`config.mk`:
```
export PLATFORM = sky130hd
export DESIGN_NAME = sb_cfg_loader
export DESIGN_NICKNAME = d
export VERILOG_FILES = /design/src/rtl/sb_cfg_pkg.sv /design/src/rtl/sb_cfg_shifter.sv /design/src/rtl/sb_cfg_loader.sv
export SDC_FILE = /design/constraint.sdc
export NUM_CORES = 1
export LEC_CHECK = 0
export CAP_MARGIN = 20
export CORE_UTILIZATION = 30
export DETAILED_ROUTE_END_ITERATION = 6
export GPL_TIMING_DRIVEN = 0
export RECOVER_POWER = 100
export SKIP_LAST_GASP = 1
export SLEW_MARGIN = 20
export SYNTH_ARGS = -nofsm -noshare
export SYNTH_HDL_FRONTEND = slang
export SYNTH_HIERARCHICAL = 1
export SYNTH_SLANG_ARGS = --single-unit
```
`constraint.sdc`:
```
create_clock -name clk -period 2.4 [get_ports clk]
set_input_delay 0.24 -clock clk [delete_from_list [all_inputs] [get_ports clk]]
set_output_delay 0.24 -clock clk [all_outputs]
set_load 0.03 [all_outputs]
```
`src/rtl/sb_cfg_pkg.sv`:
```
// Shared types and helpers for the switch-block configuration loader.
// The CRC helper is only referenced when SB_CFG_READBACK_EN is defined.
package sb_cfg_pkg;

    localparam int unsigned SB_CFG_BITS = 32;

    typedef enum logic [1:0] {
        IDLE,
        LOAD,
        VERIFY,
        DONE
    } sb_state_e;

    // CRC-16, MSB-first, one data bit per call
    function automatic logic [15:0] crc16_next(input logic [15:0] crc, input logic din,
                                               input logic [15:0] poly);
        logic fb;
        fb = crc[15] ^ din;
        return {crc[14:0], 1'b0} ^ (fb ? poly : 16'h0000);
    endfunction

endpackage

```
`src/rtl/sb_cfg_shifter.sv`:
```
// 32-bit load/shift-right holding register feeding the chain LSB-first.
// Tracks bits sent so the controller knows when the word is empty or on its last bit.
module sb_cfg_shifter
    import sb_cfg_pkg::*;
(
    input  logic                   clk,
    input  logic                   rst_n,
    input  logic                   i_clear,
    input  logic                   i_load,
    input  logic [SB_CFG_BITS-1:0] i_data,
    input  logic                   i_shift,
    output logic                   o_bit,
    output logic                   o_empty,
    output logic                   o_last
);
    localparam int unsigned BIT_CNT_W = $clog2(SB_CFG_BITS);
    localparam logic [BIT_CNT_W-1:0] LAST_BIT = BIT_CNT_W'(SB_CFG_BITS - 1);

    logic [SB_CFG_BITS-1:0] r_data;
    logic [BIT_CNT_W-1:0]   r_bit_cnt;
    logic                   r_full;

    // A load on the last shift cycle replaces the word with no bubble
    always_ff @(posedge clk or negedge rst_n) begin
        if (!rst_n) begin
            r_data    <= '0;
            r_bit_cnt <= '0;
            r_full    <= 1'b0;
        end else if (i_clear) begin
            r_data    <= '0;
            r_bit_cnt <= '0;
            r_full    <= 1'b0;
        end else if (i_load) begin
            r_data    <= i_data;
            r_bit_cnt <= '0;
            r_full    <= 1'b1;
        end else if (i_shift && r_full) begin
            r_data    <= {1'b0, r_data[SB_CFG_BITS-1:1]};
            r_bit_cnt <= r_bit_cnt + BIT_CNT_W'(1);
            if (r_bit_cnt == LAST_BIT) begin
                r_full <= 1'b0;
            end
        end
    end

    assign o_bit   = r_data[0];
    assign o_empty = !r_full;
    assign o_last  = r_full && (r_bit_cnt == LAST_BIT);

endmodule

```
`src/rtl/sb_cfg_loader.sv`:
```
// Loads NUM_SB 32-bit words LSB-first into a switch-block daisy chain (first word ends at tail).
// Define SB_CFG_READBACK_EN to add a CRC-16 circular readback verify pass and cfg_err.
module sb_cfg_loader
    import sb_cfg_pkg::*;
#(
    parameter int unsigned NUM_SB   = 4,
    parameter int unsigned WORD_W   = 32,
    parameter logic [15:0] CRC_POLY = 16'h1021
) (
    input  logic                        clk,
    input  logic                        rst_n,
    input  logic                        i_start,
    input  logic                        i_cfg_valid,
    input  logic [WORD_W-1:0]           i_cfg_data,
    output logic                        o_cfg_ready,
    input  logic                        i_chain_in,
    output logic                        o_prog_data,
    output logic                        o_prog_en,
    output logic                        o_busy,
    output logic                        o_done,
    output logic [$clog2(NUM_SB+1)-1:0] o_word_cnt,
    output logic                        o_cfg_err
);
    localparam int unsigned CNT_W   = $clog2(NUM_SB + 1);
    localparam int unsigned TOTAL   = SB_CFG_BITS * NUM_SB;
    localparam int unsigned SHIFT_W = $clog2(TOTAL);
    localparam logic [SHIFT_W-1:0] LAST_SHIFT = SHIFT_W'(TOTAL - 1);
    localparam logic [CNT_W-1:0]   NUM_WORDS  = CNT_W'(NUM_SB);

    if (WORD_W != SB_CFG_BITS) begin : g_word_w_check
        $error("sb_cfg_loader: WORD_W must be 32");
    end

    sb_state_e          r_state;
    logic               r_busy;
    logic               r_done;
    logic [CNT_W-1:0]   r_word_cnt;
    logic [SHIFT_W-1:0] r_shift_cnt;

    logic w_empty, w_last, w_sh_bit;
    logic w_start, w_ready, w_accept, w_load_shift, w_load_end, w_verify_end;

    assign w_start      = (r_state == IDLE) && i_start;
    assign w_ready      = (r_state == LOAD) && (w_empty || w_last) && (r_word_cnt != NUM_WORDS);
    assign w_accept     = w_ready && i_cfg_valid;
    assign w_load_shift = (r_state == LOAD) && !w_empty;
    assign w_load_end   = w_load_shift && (r_shift_cnt == LAST_SHIFT);

    sb_cfg_shifter u_shifter (
        .clk     (clk),
        .rst_n   (rst_n),
        .i_clear (w_start),
        .i_load  (w_accept),
        .i_data  (i_cfg_data),
        .i_shift (w_load_shift),
        .o_bit   (w_sh_bit),
        .o_empty (w_empty),
        .o_last  (w_last)
    );

`ifdef SB_CFG_READBACK_EN
    logic [15:0] r_crc_tx, r_crc_rx;
    logic [15:0] w_crc_tx_nxt, w_crc_rx_nxt;
    logic        r_cfg_err;

    assign w_crc_tx_nxt = crc16_next(r_crc_tx, w_sh_bit, CRC_POLY);
    assign w_crc_rx_nxt = crc16_next(r_crc_rx, i_chain_in, CRC_POLY);
    assign w_verify_end = (r_state == VERIFY) && (r_shift_cnt == LAST_SHIFT);

    // Recirculating chain_in for one full chain length restores the loaded contents
    assign o_prog_en   = w_load_shift || (r_state == VERIFY);
    assign o_prog_data = (r_state == VERIFY) ? i_chain_in : w_sh_bit;
    assign o_cfg_err   = r_cfg_err;

    always_ff @(posedge clk or negedge rst_n) begin
        if (!rst_n) begin
            r_crc_tx  <= 16'hFFFF;
            r_crc_rx  <= 16'hFFFF;
            r_cfg_err <= 1'b0;
        end else if (w_start) begin
            r_crc_tx  <= 16'hFFFF;
            r_crc_rx  <= 16'hFFFF;
            r_cfg_err <= 1'b0;
        end else begin
            if (w_load_shift) r_crc_tx <= w_crc_tx_nxt;
            if (r_state == VERIFY) r_crc_rx <= w_crc_rx_nxt;
            if (w_verify_end && (w_crc_rx_nxt != r_crc_tx)) r_cfg_err <= 1'b1;
        end
    end
`else
    logic w_unused;

    assign w_verify_end = 1'b0;
    assign o_prog_en    = w_load_shift;
    assign o_prog_data  = w_sh_bit;
    assign o_cfg_err    = 1'b0;
    assign w_unused     = i_chain_in ^ (^CRC_POLY);
`endif

    always_ff @(posedge clk or negedge rst_n) begin
        if (!rst_n) begin
            r_state     <= IDLE;
            r_busy      <= 1'b0;
            r_done      <= 1'b0;
            r_word_cnt  <= '0;
            r_shift_cnt <= '0;
        end else begin
            case (r_state)
                IDLE: begin
                    if (i_start) begin
                        r_state     <= LOAD;
                        r_busy      <= 1'b1;
                        r_word_cnt  <= '0;
                        r_shift_cnt <= '0;
                    end
                end
                LOAD: begin
                    if (w_accept) r_word_cnt <= r_word_cnt + CNT_W'(1);
                    if (w_load_end) begin
`ifdef SB_CFG_READBACK_EN
                        r_state     <= VERIFY;
                        r_shift_cnt <= '0;
`else
                        r_state <= DONE;
                        r_busy  <= 1'b0;
                        r_done  <= 1'b1;
`endif
                    end else if (w_load_shift) begin
                        r_shift_cnt <= r_shift_cnt + SHIFT_W'(1);
                    end
                end
                VERIFY: begin
                    if (w_verify_end) begin
                        r_state <= DONE;
                        r_busy  <= 1'b0;
                        r_done  <= 1'b1;
                    end else begin
                        r_shift_cnt <= r_shift_cnt + SHIFT_W'(1);
                    end
                end
                DONE: begin
                    r_done  <= 1'b0;
                    r_state <= IDLE;
                end
                default: r_state <= IDLE;
            endcase
        end
    end

    assign o_cfg_ready = w_ready;
    assign o_busy      = r_busy;
    assign o_done      = r_done;
    assign o_word_cnt  = r_word_cnt;

endmodule

```
# == Word level (Yosys, flattened, before mapping) ==
# Cells that the tools add are included.
# word_totals
ff_bits,52
out_inout_bits,9
wordCells,70
# op_classes
reduce_logical,22
add_sub_neg,3
bitwise_logic,1
n_mux,25
eq_ne,11
# ops
cell,count
$mux 32,3
$mux 7,3
$pmux 7 s3,1
$mux 5,3
$reduce_and 3->1,3
$reduce_bool 3->1,3
$logic_and 1x1->1,8
$add 7x1->7 const B,1
$eq 7x7->1 const B,1
$mux 1,7
$mux 3,2
$ne 2x2->1 const B,3
$pmux 2 s3,1
$pmux 3 s2,1
$add 5x1->5 const B,1
$eq 5x5->1 const B,1
$eq 2x2->1 const B,2
$mux 2,2
$ne 2x1->1 const B,2
$pmux 1 s2,2
$reduce_and 2->1,2
$reduce_and 4->1,1
$reduce_bool 2->1,2
$add 3x1->3 const B,1
other kinds (6),6

# == Logic depth before layout (Yosys ltp) ==
# Gate-level depths: netlist of the first run.
# depth
word_depth,8
mapped_depth,11

# == Cells and area by module ==
# The synthesis of the first run kept the hierarchy.
# modules_own_cells
module,instances,seq_area_each_um2,cells_each,area_per_inst_um2
sb_cfg_shifter,1,950.9,212,2001.9
sb_cfg_loader,1,350.3,107,973.4

# == Least setup slack after synthesis of the first run ==
# No wires, ideal clock.
# synth_timing
kind,register to register
startpoint,register u_shifter.r_bit_cnt[0]
endpoint,register u_shifter.r_data[2]
setup_slack_ps,300
period_less_slack_ps,2100
t_arrival_ps,1964
setup_time_ps,136
stages_incl_launch_ff,12
required_time_ps,2264
path_cell_list,dfrtp_1 > ha_1 > and3_1 > ha_1 > and2_1 > a2bb2oi_1 > nand3_1 > inv_1 > buf_2 > buf_2 > a211oi_1 > nor3_1
# synth_via
elab_chain_cells,8
word_cells_on_any_way,9
# synth_lines
element,line_no,rtl
from (decl),sb_cfg_shifter.sv:20,logic [BIT_CNT_W-1:0] r_bit_cnt;
from (signal assigned),sb_cfg_shifter.sv:39,r_bit_cnt <= r_bit_cnt + BIT_CNT_W'(1);
$eq 5x5->1 *,sb_cfg_shifter.sv:48,assign o_last = r_full && (r_bit_cnt == LAST_BIT);
$logic_and 1x1->1 *,sb_cfg_shifter.sv:48,
via w_last,sb_cfg_loader.sv:40,"logic w_empty, w_last, w_sh_bit;"
$logic_or 1x1->1 *,sb_cfg_loader.sv:44,assign w_ready = (r_state == LOAD) && (w_empty || w_last) && (r_word_cnt != NUM_WORDS);
$logic_and 1x1->1 * (2 in series),sb_cfg_loader.sv:44,
$logic_and 1x1->1 *,sb_cfg_loader.sv:45,assign w_accept = w_ready && i_cfg_valid;
via w_accept,sb_cfg_loader.sv:41,"logic w_start, w_ready, w_accept, w_load_shift, w_load_end, w_verify_end;"
$mux 32,sb_cfg_shifter.sv:33,end else if (i_load) begin
$mux 32,sb_cfg_shifter.sv:29,end else if (i_clear) begin
to (signal assigned),sb_cfg_shifter.sv:34,r_data <= i_data;
to (signal assigned),sb_cfg_shifter.sv:38,"r_data <= {1'b0, r_data[SB_CFG_BITS-1:1]};"
to (decl),sb_cfg_shifter.sv:19,logic [SB_CFG_BITS-1:0] r_data;
# Mark *: on every way through the listed nets, which the timed path passes. The rest lies on a longest branch.
# A chain may end at the register's enable or synchronous reset.

# == Worst setup path in the final report of the first run ==
# layout_timing
startpoint,register u_shifter.r_bit_cnt[0]
endpoint,register u_shifter.r_data[3]
# The elaborated chain is that of the path after synthesis.

==> results of run 1 <==
## kinds of logic after synthesis
| family | count (synthesis) | share of synthesized area [%] |
|---|---|---|
| DFF | 52 | 43.73 |
| other | 1 | 0.1260 |
| xor gates and xnor gates | 2 | 0.5888 |
| AOI/OAI and AO/OA | 64 | 15.14 |
| adders and majority gates | 10 | 4.205 |
| muxes | 3 | 1.009 |
| buffers and inverters | 37 | 5.971 |
| and+or+nand+nor | 150 | 29.23 |
## layout make-up
cell class | instances | area [sq um]
Sequential cell | 52 | 1301
Fill cell | 963 | 5625
Multi-Input combinational cell | 230 | 1597
Buffer | 27 | 157.7
Clock inverter | 3 | 22.52
Timing Repair Buffer | 46 | 444.2
Clock buffer | 5 | 68.82
Tap cell | 129 | 161.4
Inverter | 10 | 37.54
## placed cells by master (no fill, tap or decap), types with 4 or more instances in the layout
master	netlist	final
clkbuf_1	10	8
and3_1	34	34
clkbuf_8	0	5
nor2_1	5	5
nand2_1	11	11
o21ai_0	12	12
a21oi_1	8	8
nor2b_1	32	32
clkbuf_2	0	4
inv_1	10	10
nand3_1	13	12
nand3b_1	6	6
buf_2	13	7
dlygate4sd3_1	0	7
buf_4	2	7
dfrtp_1	52	52
nor3_1	33	33
ha_1	10	9
a211oi_1	32	16
clkdlybuf4s50_1	0	34
a211oi_2	0	16
## worst paths after layout
kind | from | to | slack, ns | cells past startpoint
worst max-delay path | u_shifter/r_bit_cnt[0] | u_shifter/r_data[3] | 0.14 | 11
worst min-delay path | i_cfg_data[25] | u_shifter/r_data[25] | 0.50 | 3
worst max register to register | u_shifter/r_bit_cnt[0] | u_shifter/r_data[3] | 0.14 | 11
worst min register to register | u_shifter/r_bit_cnt[4] | u_shifter/r_bit_cnt[4] | 0.54 | 2
max in group asynchronous | rst_n | u_shifter/r_data[8] | 0.84 | 2
min in group asynchronous | rst_n | r_state[0] | 0.75 | 2
## metrics by stage
step	cell area [sq um]	power, W	utilization [%]	std cells
4_1_cts	3694	0.005343	39.23	500
3_5_place_dp	3565	0.004743	37.86	491
6_report	3790	0.005517	40.25	502
5_1_grt	3790	0.006029	40.25	502
2_1_floorplan	2975	0.003936	-	319
3_3_place_gp	3567	0.004666	37.89	491
## sequential cells by signal (all words and copies together), names as in the netlist
signal	flops
u_shifter/r_data	32
r_shift_cnt	7
u_shifter/r_bit_cnt	5
o_word_cnt	3
r_state	2
o_busy	1
o_done	1
u_shifter/r_full	1
## repair_timing
item,4_1_cts,5_1_grt
hold buffers,1,0
setup buffers,0,2
resized for setup,10,31
endpoints found under the hold margin,52,0
setup endpoints to repair,30,39
## worst reg2reg max path, delay by kind of cell, from the launching register on
kind / cells / cell delay, ns
AND/OR/NAND/NOR: 4 / 0.53
buffers and inverters: 3 / 0.45
flip-flops: 1 / 0.40
adder cells (fa/ha/maj): 2 / 0.40
AO/OA/AOI/OAI: 2 / 0.38
## routing by layer
| metal | vias to the layer above | wire, um |
|---|---|---|
| met2 | 29 | 3342 |
| met3 | 6 | 159 |
| met5 | - | 0 |
| met1 | 1231 | 3478 |
| met4 | 0 | 68 |
| li1 | 1248 | - |
## report_power, final
group | internal, W | switching [W]
registers | 0.00133 | 0.000292
clock network | 0.000210 | 0.000312
logic | 0.00153 | 0.00185
total | 0.00307 | 0.00245
==> flow_metrics.tcl, run 1 <==
set metrics [dict create \
    cp_max_fo 10 \
    route.detailed.vias_per_inst 5.008 \
    use_met2_pct 24.12 \
    path_common_cell "ha_1" \
    achievable-frequency_mhz 441.7 \
    cp_slowest_stage_delay_ns 0.40 \
    finalCriticalPeriod_ns 2.264 \
    floorplan.core_area_sq_um 9415 \
    crit_required_ns 2.58 \
    grt.met1_usage_pct 19.20 \
    drt-pass1-iter-count 4 \
    drt_drc_violations_left 0 \
    ys_top_cells_by_area "dfrtp_1 44%, a211oi_1 8.1%, and3_1 7.1%" \
    detail_route.iter0.violations 91 \
    syn-mean-instance-area_sq_um 9.327 \
    timing.final.max_slew_violations 0 \
    synthMostInstantiatedCell "dfrtp_1" \
    grt.busiest_layer "met2" \
    postSynth.asyncResetShare_pct 100.0 \
    fin_nets 419 \
    cpLargestDelayFamily "simple AND/OR/NAND/NOR gates" \
    final_sum_of_negative_setup_slack_ns 0 \
    status "finished, final reports clean" \
    detailedPlace.worstSlack_ns -0.1843 \
    area_growth_pct 27.38 \
    netlist_top_cells_count "52 x dfrtp_1, 34 x and3_1, 33 x nor3_1, 32 x a211oi_1, 32 x nor2b_1" \
    largest_net_degree_at_the_start_of_global_routing 53 \
    hold_class "primary input to flop" \
    number_of_enable_flip_flop_cells_after_synthesis 0 \
    cts_tree "yes" \
    synth_ff_type "dfrtp_1" \
    worst_slack_ns 0.1362 \
    power_per_cell_area_nw_per_um2 1456 \
    ant_nets 0 \
    rows 35 \
    ant_diodes 0 \
    worst_path_max_delay_cell "dfrtp_1" \
    via_count_of_the_first_global_routing_pass 2565 \
    drv_cap 0 \
    synth_warnings 6 \
    synth_cell_types 42 \
    global_route.overflow_total 0 \
    clockRootBuffer "clkbuf_8" \
    synth_sequential_area_ratio_pct 43.73 \
    route.vias.total 2514 \
    crit_chain "ha_1, and3_1, ha_1, and2_4, a2bb2oi_4, nand3_2, inv_1, clkbuf_4, buf_4, a211oi_1, nor3_1" \
    drive_above_1_share_pct 14.75 \
    post_synth_instance_area_sq_um 2975 \
    clock-sinks 52 \
    worst_ir_drop_vdd_mv 0.5596 \
    timing.critical_path.arrival_ns 2.45 \
    global_route_wire_length_before_repair_mm 11.93 \
    clock_insertion_delay_worst_skew_ns 0.31 \
    post_detailed_routing_wire_length_mm 7.048 \
    grtUsageTotal_pct 14.53 \
    worst_clock_skew_ns 0.01243 \
    setup-violations-final 0 \
    die_h_um 101.6 \
    fp.dieArea_sq_um 10320 \
    global_routing_met3_resource_utilization_pct 2.622 \
    cts.htree.levels 2 \
    cts_buffer_depth 2 \
    power_leakage_nw 1.651 \
    chipWidth_um 101.6 \
    tightest_slew_ns 1.333 \
    synth.net_count 366 \
    tritoncts.num_buffers 5 \
    unrepaired_setup_endpoints_after_global_routing "false" \
    dp.final_hpwl_mm 4.789 \
    detail_route.wl_per_cell_um 14.04 \
    maxSlewHeadroom_pct 11.16 \
    clkTransAtPathRegs_ns 0.11 \
    number_of_antenna_violations_at_the_first_check_in_global_routing 0 \
    hold_viol 0 \
    synth.ff_latch_count 52 \
    criticalPathCategory "flop to flop" \
    floorplan.io_pins 46 \
    gpl.final_weighted_congestion 0.7632 \
    fraction_of_synthesized_cell_area_taken_by_the_top_area_cell_type_pct 43.73 \
    worst_setup_path_start_kind "flop" \
    port_buffers 43 \
    cp-end-kind "flop" \
    synth_cells 319 \
    hold_ws_ns 0.5015 \
    final.period_utilization_pct 94.32 \
    starting_utilization_of_the_core_area_pct 31.60 \
    synth_area_leader_cell "dfrtp_1" \
    critical_path.n_buffers_inverters 3 \
]
(Power assumes the default switching activity.)
==> inputs of run 2 (changes only) <==
- CTS_BUF_LIST: unset -> sky130_fd_sc_hd__clkbuf_8
==> results of run 2 <==
The final DEF is identical to that of run 1; final timing and power are the same.
==> inputs of run 3 (changes only) <==
- clock period: 2.4 -> 2.17 ns (I/O delays scaled with it)
==> flow_metrics.tcl, run 3 (same netlist as run 1, synthesis figures left out) <==
set metrics [dict create \
    post_detailed_routing_wire_length_mm 7.124 \
    chipWidth_um 101.6 \
    via_count_of_the_first_global_routing_pass 2590 \
    cp-end-kind "output port" \
    worst_clock_skew_ns 0.01182 \
    worst_ir_drop_vdd_mv 0.6406 \
    cp_slowest_stage_delay_ns 0.40 \
    crit_chain "ha_2, and3_1, ha_2, and2_4, a2bb2oi_4, and2_1, buf_4" \
    rows 35 \
    tritoncts.num_buffers 5 \
    timing.critical_path.arrival_ns 1.89 \
    dpl_cell_area_sq_um 3565 \
    layout.cells.most_common "dfrtp_1" \
    path_common_cell "ha_2" \
    clkTransAtPathRegs_ns 0.11 \
    detail_route.iter0.violations 85 \
    floorplan.io_pins 46 \
    clock_insertion_delay_worst_skew_ns 0.31 \
    finalCriticalPeriod_ns 2.105 \
    hold_viol 0 \
    layout.cells.most_common_list "51 x dfrtp_1, 35 x clkdlybuf4s50_1, 34 x and3_1" \
    fillerInstances 945 \
    setup-violations-final 0 \
    power_leakage_nw 1.700 \
    ant_diodes 0 \
    max_ffs_per_register 32 \
    ant_nets 0 \
    maxSlewHeadroom_pct 11.27 \
    crit_required_ns 1.95 \
    floorplan.core_area_sq_um 9415 \
    drt_drc_violations_left 0 \
    timing.critical_path.from "u_shifter/r_bit_cnt[1]" \
    status "finished, final reports clean" \
    multi_input_area_sq_um 1689 \
    rr_startpoint "u_shifter/r_full" \
    clock-sinks 52 \
    power_per_cell_area_nw_per_um2 1635 \
    cts_tree "yes" \
    area_growth_pct 32.80 \
    route.vias.total 2547 \
    fin_nets 423 \
    worstSetupEndpoint "o_cfg_ready" \
    hold_ws_ns 0.4787 \
    global_route_wire_length_before_repair_mm 12.08 \
    post-route-util_pct 41.97 \
    tightest_slew_ns 1.331 \
    cts.htree.levels 2 \
    dp.final_hpwl_mm 4.789 \
    leading_registers_by_flop_count "u_shifter/r_data x32, r_shift_cnt x7, u_shifter/r_bit_cnt x5" \
    global_route.overflow_total 0 \
    route.detailed.vias_per_inst 5.034 \
    cp_max_fo 4 \
    cts_buffer_depth 2 \
    hold_class "primary input to flop" \
    worst_r2r_path_depth 9 \
    ff2ff_setup_slack_ns 0.10 \
    drt-pass1-iter-count 4 \
    worst_setup_path_start_kind "flop" \
    die_h_um 101.6 \
    drive_above_1_share_pct 22.55 \
    achievable-frequency_mhz 475.1 \
    design_area_sq_um 3951 \
    final.period_utilization_pct 97.00 \
    gpl.final_weighted_congestion 0.7632 \
    fp.dieArea_sq_um 10320 \
    final_sum_of_negative_setup_slack_ns 0 \
    number_of_antenna_violations_at_the_first_check_in_global_routing 0 \
    registers.top_by_ff_count "u_shifter/r_data" \
    regArea_sq_um 1303 \
    detail_route.wl_per_cell_um 14.08 \
    port_buffers 43 \
    reg2reg_to "r_shift_cnt[5]" \
    starting_utilization_of_the_core_area_pct 31.60 \
    timing.final.max_slew_violations 0 \
    drv_cap 0 \
    largest_net_degree_at_the_start_of_global_routing 53 \
    worst_path_max_delay_cell "dfrtp_1" \
    grtUsageTotal_pct 14.69 \
    criticalPathCategory "flop to output port" \
    report.power.total_w 0.006461 \
    clockRootBuffer "clkbuf_8" \
]
run 3: final cells by class:
type	count	area share, %
well taps	129	4.085
repair buffers	50	12.00
plain buffers	27	4.877
flip-flops and latches	52	32.96
inverters	10	1.013
clock inverters	3	0.5700
clock buffers	5	1.742
multi-input cells	230	42.75
run 3: report_power, final:
group	internal, W	switching [W]	total (W)	leakage, nW
clock network	0.000232	0.000345	0.000577	0.0485
logic	0.00192	0.00216	0.00407	1.02
registers	0.00147	0.000338	0.00181	0.632
run 3: critical path, delay by kind of cell (launching register included):
family | cells | cell delay, ns
adders and majority gates | 2 | 0.35
and+or+nand+nor | 3 | 0.50
DFF | 1 | 0.40
buffers and inverters | 1 | 0.16
AOI/OAI and AO/OA | 1 | 0.17
run 3: how the worst min path moves through the flow:
stage	start	cells past startpoint	slack (ns)	endpoint
finish	i_cfg_data[25]	3	0.48	u_shifter/r_data[25]
global route	i_cfg_data[31]	3	0.50	u_shifter/r_data[31]
CTS	i_cfg_data[6]	3	0.47	u_shifter/r_data[6]
detailed placement	rst_n	1	0.31	r_shift_cnt[0]
global placement	r_shift_cnt[1]	2	0.52	r_shift_cnt[1]
floorplan	rst_n	0	-0.08	o_busy
run 3: repair_timing:
item,4_1_cts,5_1_grt
hold buffers,1,0
cloned,0,1
resized for setup,46,34
pin swaps,1,3
endpoints found under the hold margin,52,0
setup endpoints to repair,40,42
buffers inserted,3,2
run 3: stage by stage:
| stage | instances | setup WS (ns) |
|---|---|---|
| 4_1_cts | 503 | 0.004435 |
| 5_1_grt | 506 | -0.01197 |
| 6_report | 506 | 0.06513 |
| 3_5_place_dp | 491 | -0.4143 |
| 2_1_floorplan | 319 | 0.06980 |
| 3_3_place_gp | 491 | -0.8228 |
run 3: routing by layer:
layer | global-route usage, % | vias up | wire length (um)
li1 | - | 1265 | -
met1 | 19.20 | 1245 | 3413
met2 | 24.69 | 33 | 3481
met3 | 2.622 | 4 | 173
met4 | 4.459 | 0 | 55
met5 | 0 | - | 0
